==> config.mk <==
export PLATFORM = sky130hd
export DESIGN_NAME = sync_bus_master_flat
export DESIGN_NICKNAME = d
export VERILOG_FILES = /design/src/rtl/sync_bus_pkg.sv /design/src/rtl/sync_bus_master_if.sv /design/src/rtl/bus_wait_timer.sv /design/src/rtl/sync_bus_master.sv /design/src/flat_wrapper.sv
export SDC_FILE = /design/constraint.sdc
export NUM_CORES = 1
export LEC_CHECK = 0
export BUFFER_PORTS_ARGS = -buffer_cell sky130_fd_sc_hd__buf_4
export CORE_MARGIN = 1
export CORE_UTILIZATION = 46
export CTS_CLUSTER_DIAMETER = 80
export DETAILED_ROUTE_END_ITERATION = 8
export GPL_ROUTABILITY_DRIVEN = 0
export MAX_ROUTING_LAYER = met4
export PLACE_DENSITY_LB_ADDON = 0.15
export SLEW_MARGIN = 20
export SYNTH_ARGS = -nofsm -noshare
export SYNTH_HDL_FRONTEND = slang
export SYNTH_SLANG_ARGS = --single-unit
==> constraint.sdc <==
create_clock -name clock -period 1.99 [get_ports clock]
set_input_delay 0.0995 -clock clock [delete_from_list [all_inputs] [get_ports clock]]
set_output_delay 0.0995 -clock clock [all_outputs]
set_load 0.01 [all_outputs]
==> src/rtl/sync_bus_pkg.sv <==
// Shared types and defaults for the synchronous 8-bit address/data bus.
// Used by the bus master and the device-side blocks.
package sync_bus_pkg;

  localparam int ADDR_W_DEF    = 8;
  localparam int DATA_W_DEF    = 8;
  localparam int BUS_IDLE_ADDR = 0;

  typedef enum logic [1:0] {
    IDLE = 2'd0,
    BUSY = 2'd1,
    RESP = 2'd2
  } state_e;

  // Width of a counter that must reach max_cnt without wrapping.
  function automatic int cnt_width(input int max_cnt);
    return (max_cnt < 1) ? 1 : $clog2(max_cnt + 1);
  endfunction

endpackage

==> src/rtl/sync_bus_master_if.sv <==
// Request/response handshake plus device-side bus signals of the bus master.
// master: the initiator's view; slave: the requester and device view.
interface sync_bus_master_if
  import sync_bus_pkg::*;
#(
  parameter int ADDR_W = ADDR_W_DEF,
  parameter int DATA_W = DATA_W_DEF
);

  logic              req_valid;
  logic              req_ready;
  logic              req_write;
  logic [ADDR_W-1:0] req_addr;
  logic [DATA_W-1:0] req_wdata;
  logic              resp_valid;
  logic [DATA_W-1:0] resp_data;
  logic              resp_err;
  logic [ADDR_W-1:0] bus_addr;
  logic              bus_rd;
  logic              bus_wr;
  logic [DATA_W-1:0] bus_wdata;
  logic [DATA_W-1:0] bus_rdata;
  logic              bus_ack;

  modport master (
    input  req_valid, req_write, req_addr, req_wdata, bus_rdata, bus_ack,
    output req_ready, resp_valid, resp_data, resp_err,
           bus_addr, bus_rd, bus_wr, bus_wdata
  );

  modport slave (
    output req_valid, req_write, req_addr, req_wdata, bus_rdata, bus_ack,
    input  req_ready, resp_valid, resp_data, resp_err,
           bus_addr, bus_rd, bus_wr, bus_wdata
  );

endinterface

==> src/rtl/bus_wait_timer.sv <==
// Loadable wait counter: saturates at TIMEOUT-1 and flags it; clear beats load beats enable.
// Zero latency on the flag; no backpressure.
module bus_wait_timer
  import sync_bus_pkg::*;
#(
  parameter int TIMEOUT = 4,
  parameter int CNT_W   = cnt_width(TIMEOUT)
) (
  input  logic             clock,
  input  logic             reset,
  input  logic             i_clr,
  input  logic             i_en,
  input  logic             i_load,
  input  logic [CNT_W-1:0] i_load_val,
  output logic             o_term
);

  logic [CNT_W-1:0] r_cnt;
  logic             w_term;

  assign w_term = (r_cnt == CNT_W'(TIMEOUT - 1));
  assign o_term = w_term;

  // Holding at the terminal value keeps the count from ever wrapping.
  always_ff @(posedge clock) begin
    if (reset) begin
      r_cnt <= '0;
    end else if (i_clr) begin
      r_cnt <= '0;
    end else if (i_load) begin
      r_cnt <= i_load_val;
    end else if (i_en && !w_term) begin
      r_cnt <= r_cnt + CNT_W'(1);
    end
  end

endmodule

==> src/rtl/sync_bus_master.sv <==
// Bus initiator: one request at a time, strobes held until ack or TIMEOUT, one-cycle response.
// Ack in first BUSY cycle gives resp two cycles after accept; req_ready low in BUSY and RESP.
module sync_bus_master
  import sync_bus_pkg::*;
#(
  parameter int ADDR_W  = ADDR_W_DEF,
  parameter int DATA_W  = DATA_W_DEF,
  parameter int TIMEOUT = 4
) (
  input  logic           clock,
  input  logic           reset,
  sync_bus_master_if.master bus
);

  localparam int CNT_W = cnt_width(TIMEOUT);

  state_e            r_state;
  state_e            w_next;
  logic              r_write;
  logic [ADDR_W-1:0] r_addr;
  logic [DATA_W-1:0] r_wdata;
  logic [DATA_W-1:0] r_resp_data;
  logic              r_resp_err;

  logic              w_latch;
  logic              w_tmr_clr;
  logic              w_tmr_en;
  logic              w_tmr_term;
  logic              w_resp_ld;
  logic              w_resp_err;
  logic [DATA_W-1:0] w_resp_data;
  logic              w_busy;

  bus_wait_timer #(
    .TIMEOUT (TIMEOUT),
    .CNT_W   (CNT_W)
  ) u_timer (
    .clock      (clock),
    .reset      (reset),
    .i_clr      (w_tmr_clr),
    .i_en       (w_tmr_en),
    .i_load     (1'b0),
    .i_load_val ({CNT_W{1'b0}}),
    .o_term     (w_tmr_term)
  );

  always_ff @(posedge clock) begin
    if (reset) begin
      r_state <= IDLE;
    end else begin
      r_state <= w_next;
    end
  end

  always_comb begin
    w_next      = r_state;
    w_latch     = 1'b0;
    w_tmr_clr   = 1'b0;
    w_tmr_en    = 1'b0;
    w_resp_ld   = 1'b0;
    w_resp_err  = 1'b0;
    w_resp_data = '0;
    case (r_state)
      IDLE: begin
        if (bus.req_valid) begin
          w_latch   = 1'b1;
          w_tmr_clr = 1'b1;
          w_next    = BUSY;
        end
      end
      BUSY: begin
        // Ack takes priority over an expiring wait on the same edge.
        if (bus.bus_ack) begin
          w_resp_ld   = 1'b1;
          w_resp_data = r_write ? '0 : bus.bus_rdata;
          w_next      = RESP;
        end else if (w_tmr_term) begin
          w_resp_ld  = 1'b1;
          w_resp_err = 1'b1;
          w_next     = RESP;
        end else begin
          w_tmr_en = 1'b1;
        end
      end
      RESP:    w_next = IDLE;
      default: w_next = IDLE;
    endcase
  end

  always_ff @(posedge clock) begin
    if (reset) begin
      r_write     <= 1'b0;
      r_addr      <= '0;
      r_wdata     <= '0;
      r_resp_data <= '0;
      r_resp_err  <= 1'b0;
    end else begin
      if (w_latch) begin
        r_write <= bus.req_write;
        r_addr  <= bus.req_addr;
        r_wdata <= bus.req_wdata;
      end
      if (w_resp_ld) begin
        r_resp_data <= w_resp_data;
        r_resp_err  <= w_resp_err;
      end
    end
  end

  assign w_busy = (r_state == BUSY);

  // Gate req_ready with reset so nothing looks acceptable while reset is held.
  assign bus.req_ready  = (r_state == IDLE) && !reset;
  assign bus.resp_valid = (r_state == RESP);
  assign bus.resp_data  = r_resp_data;
  assign bus.resp_err   = r_resp_err;
  assign bus.bus_addr   = w_busy ? r_addr : ADDR_W'(BUS_IDLE_ADDR);
  assign bus.bus_rd     = w_busy && !r_write;
  assign bus.bus_wr     = w_busy && r_write;
  assign bus.bus_wdata  = (w_busy && r_write) ? r_wdata : '0;

endmodule

==> src/flat_wrapper.sv <==
// flat-port wrapper written by rule: the top's interface ports become plain ports
module sync_bus_master_flat import sync_bus_pkg::*;
#(
  parameter int ADDR_W  = ADDR_W_DEF,
  parameter int DATA_W  = DATA_W_DEF,
  parameter int TIMEOUT = 4
)
  (clock, reset, bus_req_valid, bus_req_write, bus_req_addr, bus_req_wdata, bus_bus_rdata, bus_bus_ack, bus_req_ready, bus_resp_valid, bus_resp_data, bus_resp_err, bus_bus_addr, bus_bus_rd, bus_bus_wr, bus_bus_wdata);
  sync_bus_master_if #(.ADDR_W(ADDR_W), .DATA_W(DATA_W)) bus_i ();
  input  logic clock;
  input  logic reset;
  input wire logic [$bits(bus_i.req_valid)-1:0] bus_req_valid;
  input wire logic [$bits(bus_i.req_write)-1:0] bus_req_write;
  input wire logic [$bits(bus_i.req_addr)-1:0] bus_req_addr;
  input wire logic [$bits(bus_i.req_wdata)-1:0] bus_req_wdata;
  input wire logic [$bits(bus_i.bus_rdata)-1:0] bus_bus_rdata;
  input wire logic [$bits(bus_i.bus_ack)-1:0] bus_bus_ack;
  output wire logic [$bits(bus_i.req_ready)-1:0] bus_req_ready;
  output wire logic [$bits(bus_i.resp_valid)-1:0] bus_resp_valid;
  output wire logic [$bits(bus_i.resp_data)-1:0] bus_resp_data;
  output wire logic [$bits(bus_i.resp_err)-1:0] bus_resp_err;
  output wire logic [$bits(bus_i.bus_addr)-1:0] bus_bus_addr;
  output wire logic [$bits(bus_i.bus_rd)-1:0] bus_bus_rd;
  output wire logic [$bits(bus_i.bus_wr)-1:0] bus_bus_wr;
  output wire logic [$bits(bus_i.bus_wdata)-1:0] bus_bus_wdata;
  assign bus_i.req_valid = bus_req_valid;
  assign bus_i.req_write = bus_req_write;
  assign bus_i.req_addr = bus_req_addr;
  assign bus_i.req_wdata = bus_req_wdata;
  assign bus_i.bus_rdata = bus_bus_rdata;
  assign bus_i.bus_ack = bus_bus_ack;
  assign bus_req_ready = bus_i.req_ready;
  assign bus_resp_valid = bus_i.resp_valid;
  assign bus_resp_data = bus_i.resp_data;
  assign bus_resp_err = bus_i.resp_err;
  assign bus_bus_addr = bus_i.bus_addr;
  assign bus_bus_rd = bus_i.bus_rd;
  assign bus_bus_wr = bus_i.bus_wr;
  assign bus_bus_wdata = bus_i.bus_wdata;
  sync_bus_master #(.ADDR_W(ADDR_W), .DATA_W(DATA_W), .TIMEOUT(TIMEOUT)) u_core (.clock(clock), .reset(reset), .bus(bus_i));
endmodule
==> qor.yml <==
postPlaceCellArea_mm2: 0.00174
ant_nets: 0
tns_ps: 0
final_util_pct: 73.3
hold_start: "bus_req_write"
ioPinCount: 58
hold_viol: 0
fin_nets: 234
synth.net_count: 170
groute.usage.overall_pct: 23.1
synthFlopType: "dfxtp_1"
cap_violations: 0
h-tree-depth: 2
first_pass_iters: 4
syn_inst: 139
power.density_mw_per_mm2: 689
area_growth_syn_to_layout_pct: 45.6
setup_ws_ps: 291
die_w_um: 55.0
cp_top_family: "simple AND/OR/NAND/NOR gates"
layout.cells.non_filler: 234
totalWireLength_mm: 2.99
status: "complete, no violations"
drtIter0Drc: 18
place_ws_ps: 306
synth_cell_types: 22
crit_required_ps: 2220
grt_setup_unrepaired: "no"
period_share_pct: 85.4
cts.sinks: 31
totalPowerFinal_mw: 1.30
initial_utilization_pct: 50.4
p_leak_nw: 0.890
cpMostUsedCell: "ha_1"
slew_viol_final: 0
hold_depth: 3
cts_setup_buffers: 0
place_hpwl_mm: 2.02
path_cells: "ha_1, ha_1, nor4b_4, nor2_1, a2111oi_2"
hp-class: "in2reg"
fmax_mhz: 589
antenna_cells: 0
power_switching_mw: 0.324
cp_max_fo: 5
reg2reg_depth: 5
die_h_um: 55.0
netlist_area_mm2: 0.00129
grt_max_degree: 33
clock_latency_ps: 330
worstSetupPathType: "reg2reg"
synth-edff-count: 0
setup_violations: 0
clk_pin_slew_worst_paths_ps: 90
crit_path_start_kind: "flop"
placed_cells: 219
worst_ep_arrival_time_ps: 1930
max-vdd-ir-drop_v: 0.000604
io_buffers: 57
cp_slowest_stage_delay_ps: 400
design_area_mm2: 0.00188
whs_ps: 11.1
power.clock.fraction_pct: 32.2
seqPwrFrac_pct: 52.1
ys_seq_elements: 31
grt_pass1_wl_mm: 4.62
grt_overflow: 0
slew_headroom_pct: 68.4
vias: 1201
cts_buffers: 5
die_area_mm2: 0.00303
finalCriticalPeriod_ps: 1700
critPathBufInv: 0
r2r_end: "u_core.u_timer.r_cnt[2]"
antenna_found_initial: 0
power_frac_comb_pct: 15.7
ys_warn_count: 0
min_to: "u_core.r_write"
cts_root_buf: "clkbuf_4"
end_kind: "flop"
first_global_vias: 1046
fp.coreArea_mm2: 0.00257
avgViaCountPerCell: 5.13
cts_max_path_buffers: 2
cts_tree: "yes"
intPower_mw: 0.974
drc: 0
ys_seq_area_share_pct: 48.0
swShare_pct: 25.0
r2r-start: "u_core.u_timer.r_cnt[0]"
avgSynthCellArea_um2: 9.31
worst_slew_pin_slew_ps: 472
cp_slowest_cell: "nor4b_4"
skew_ps: 2.90
rrSetupSlack_ps: 290
wl_per_cell_um: 12.8
synthArstFlopShare_pct: 0
num_rows: 18
drive_gt1_share_pct: 34.3
-- cell usage after synthesis, types with 2 or more instances --
cell / instances / area (µm²)
ha_1: 2 / 25.0
nor2_1: 22 / 82.6
clkbuf_1: 7 / 26.3
nand2_1: 8 / 30.0
buf_2: 2 / 10.0
a21oi_1: 9 / 45.0
nor3_1: 4 / 20.0
and2_1: 9 / 56.3
nor2b_1: 2 / 12.5
dfxtp_1: 31 / 621
o21ai_0: 8 / 40.0
and3_1: 8 / 50.1
mux2i_1: 18 / 180
-- cells in the final DEF (no fill, tap or decap) --
cell type | Yosys | final
a2111oi_2 | 1 | 1
a211oi_1 | 1 | 1
a21oi_1 | 9 | 9
and2_1 | 9 | 9
and3_1 | 8 | 8
buf_4 | 1 | 60
clkbuf_1 | 7 | 1
clkbuf_4 | 0 | 5
clkbuf_8 | 0 | 2
dfxtp_1 | 31 | 31
dlygate4sd3_1 | 0 | 7
ha_1 | 2 | 2
inv_1 | 1 | 1
mux2i_1 | 18 | 18
nand2_1 | 8 | 8
nand2b_1 | 1 | 1
nor2_1 | 22 | 22
nor2b_1 | 2 | 2
nor3_1 | 4 | 4
nor3b_4 | 0 | 1
nor4b_4 | 1 | 1
nor4bb_1 | 1 | 1
o21ai_0 | 8 | 8
xnor2_1 | 1 | 1
-- cell families (layout without fill, tap and decap cells) --
logic type      count (synthesis)  count (layout)  share of synthesized area (%)
buf+inv                        11              76                           3.68
xor+xnor                        1               1                          0.677
flops                          31              31                           48.0
fa+ha+maj                       2               2                           1.93
simple gates                   57              57                           23.5
mux                            18              18                           13.9
compound gates                 19              19                           8.32
-- power groups by stage --
| stage | combinational (mW) | sequential (mW) | clock (mW) |
|---|---|---|---|
| 2_1_floorplan | 0.109 | 0.683 | 0 |
| 3_3_place_gp | 0.188 | 0.687 | 0 |
| 3_5_place_dp | 0.194 | 0.690 | 0 |
| 4_1_cts | 0.201 | 0.676 | 0.427 |
| 5_1_grt | 0.223 | 0.681 | 0.469 |
| 6_report | 0.204 | 0.676 | 0.417 |
-- per-layer routing --
metal	vias up	wire [µm]	global-route usage, %
li1	601	-	-
met1	558	1310	26.8
met2	36	1470	35.7
met3	6	171	8.20
met4	0	44	10.4
met5	-	0	-
-- layout make-up --
type                    count  area (µm²)
well taps                  30        37.5
clock buffers               8        68.8
multi-input cells          97         632
flip-flops and latches     31         621
inverters                   1        3.75
repair buffers             67         520
fillers                   202         684
-- worst max-delay path by stage --
stage               depth (start not counted)                    start                      end  slack [ps]
global placement                            5  u_core.u_timer.r_cnt[0]  u_core.u_timer.r_cnt[2]         420
CTS                                         5  u_core.u_timer.r_cnt[0]  u_core.u_timer.r_cnt[2]         270
floorplan                                   5  u_core.u_timer.r_cnt[0]  u_core.u_timer.r_cnt[2]         440
detailed placement                          5  u_core.u_timer.r_cnt[0]  u_core.u_timer.r_cnt[2]         310
global route                                5  u_core.u_timer.r_cnt[0]  u_core.u_timer.r_cnt[2]         200
finish                                      5  u_core.u_timer.r_cnt[0]  u_core.u_timer.r_cnt[2]         290
-- registers in the layout, summed over array words and instances (netlist names) --
register              flops
u_core.bus.resp_err       1
u_core.r_state            2
u_core.bus.resp_data      8
u_core.r_wdata            8
u_core.r_addr             8
u_core.u_timer.r_cnt      3
u_core.r_write            1
-- worst min-delay path: stages --
cell and delay (ps):
buf_4 70, mux2i_1 50, nor2_1 80
-- timing repair --
item / CTS / global route
gates resized for setup: 0 / 0
hold buffers: 4 / 3
endpoints found under the setup margin: 0 / 0
hold endpoints to repair: 4 / 3
No activity file was read; power rests on OpenSTA's default activity.
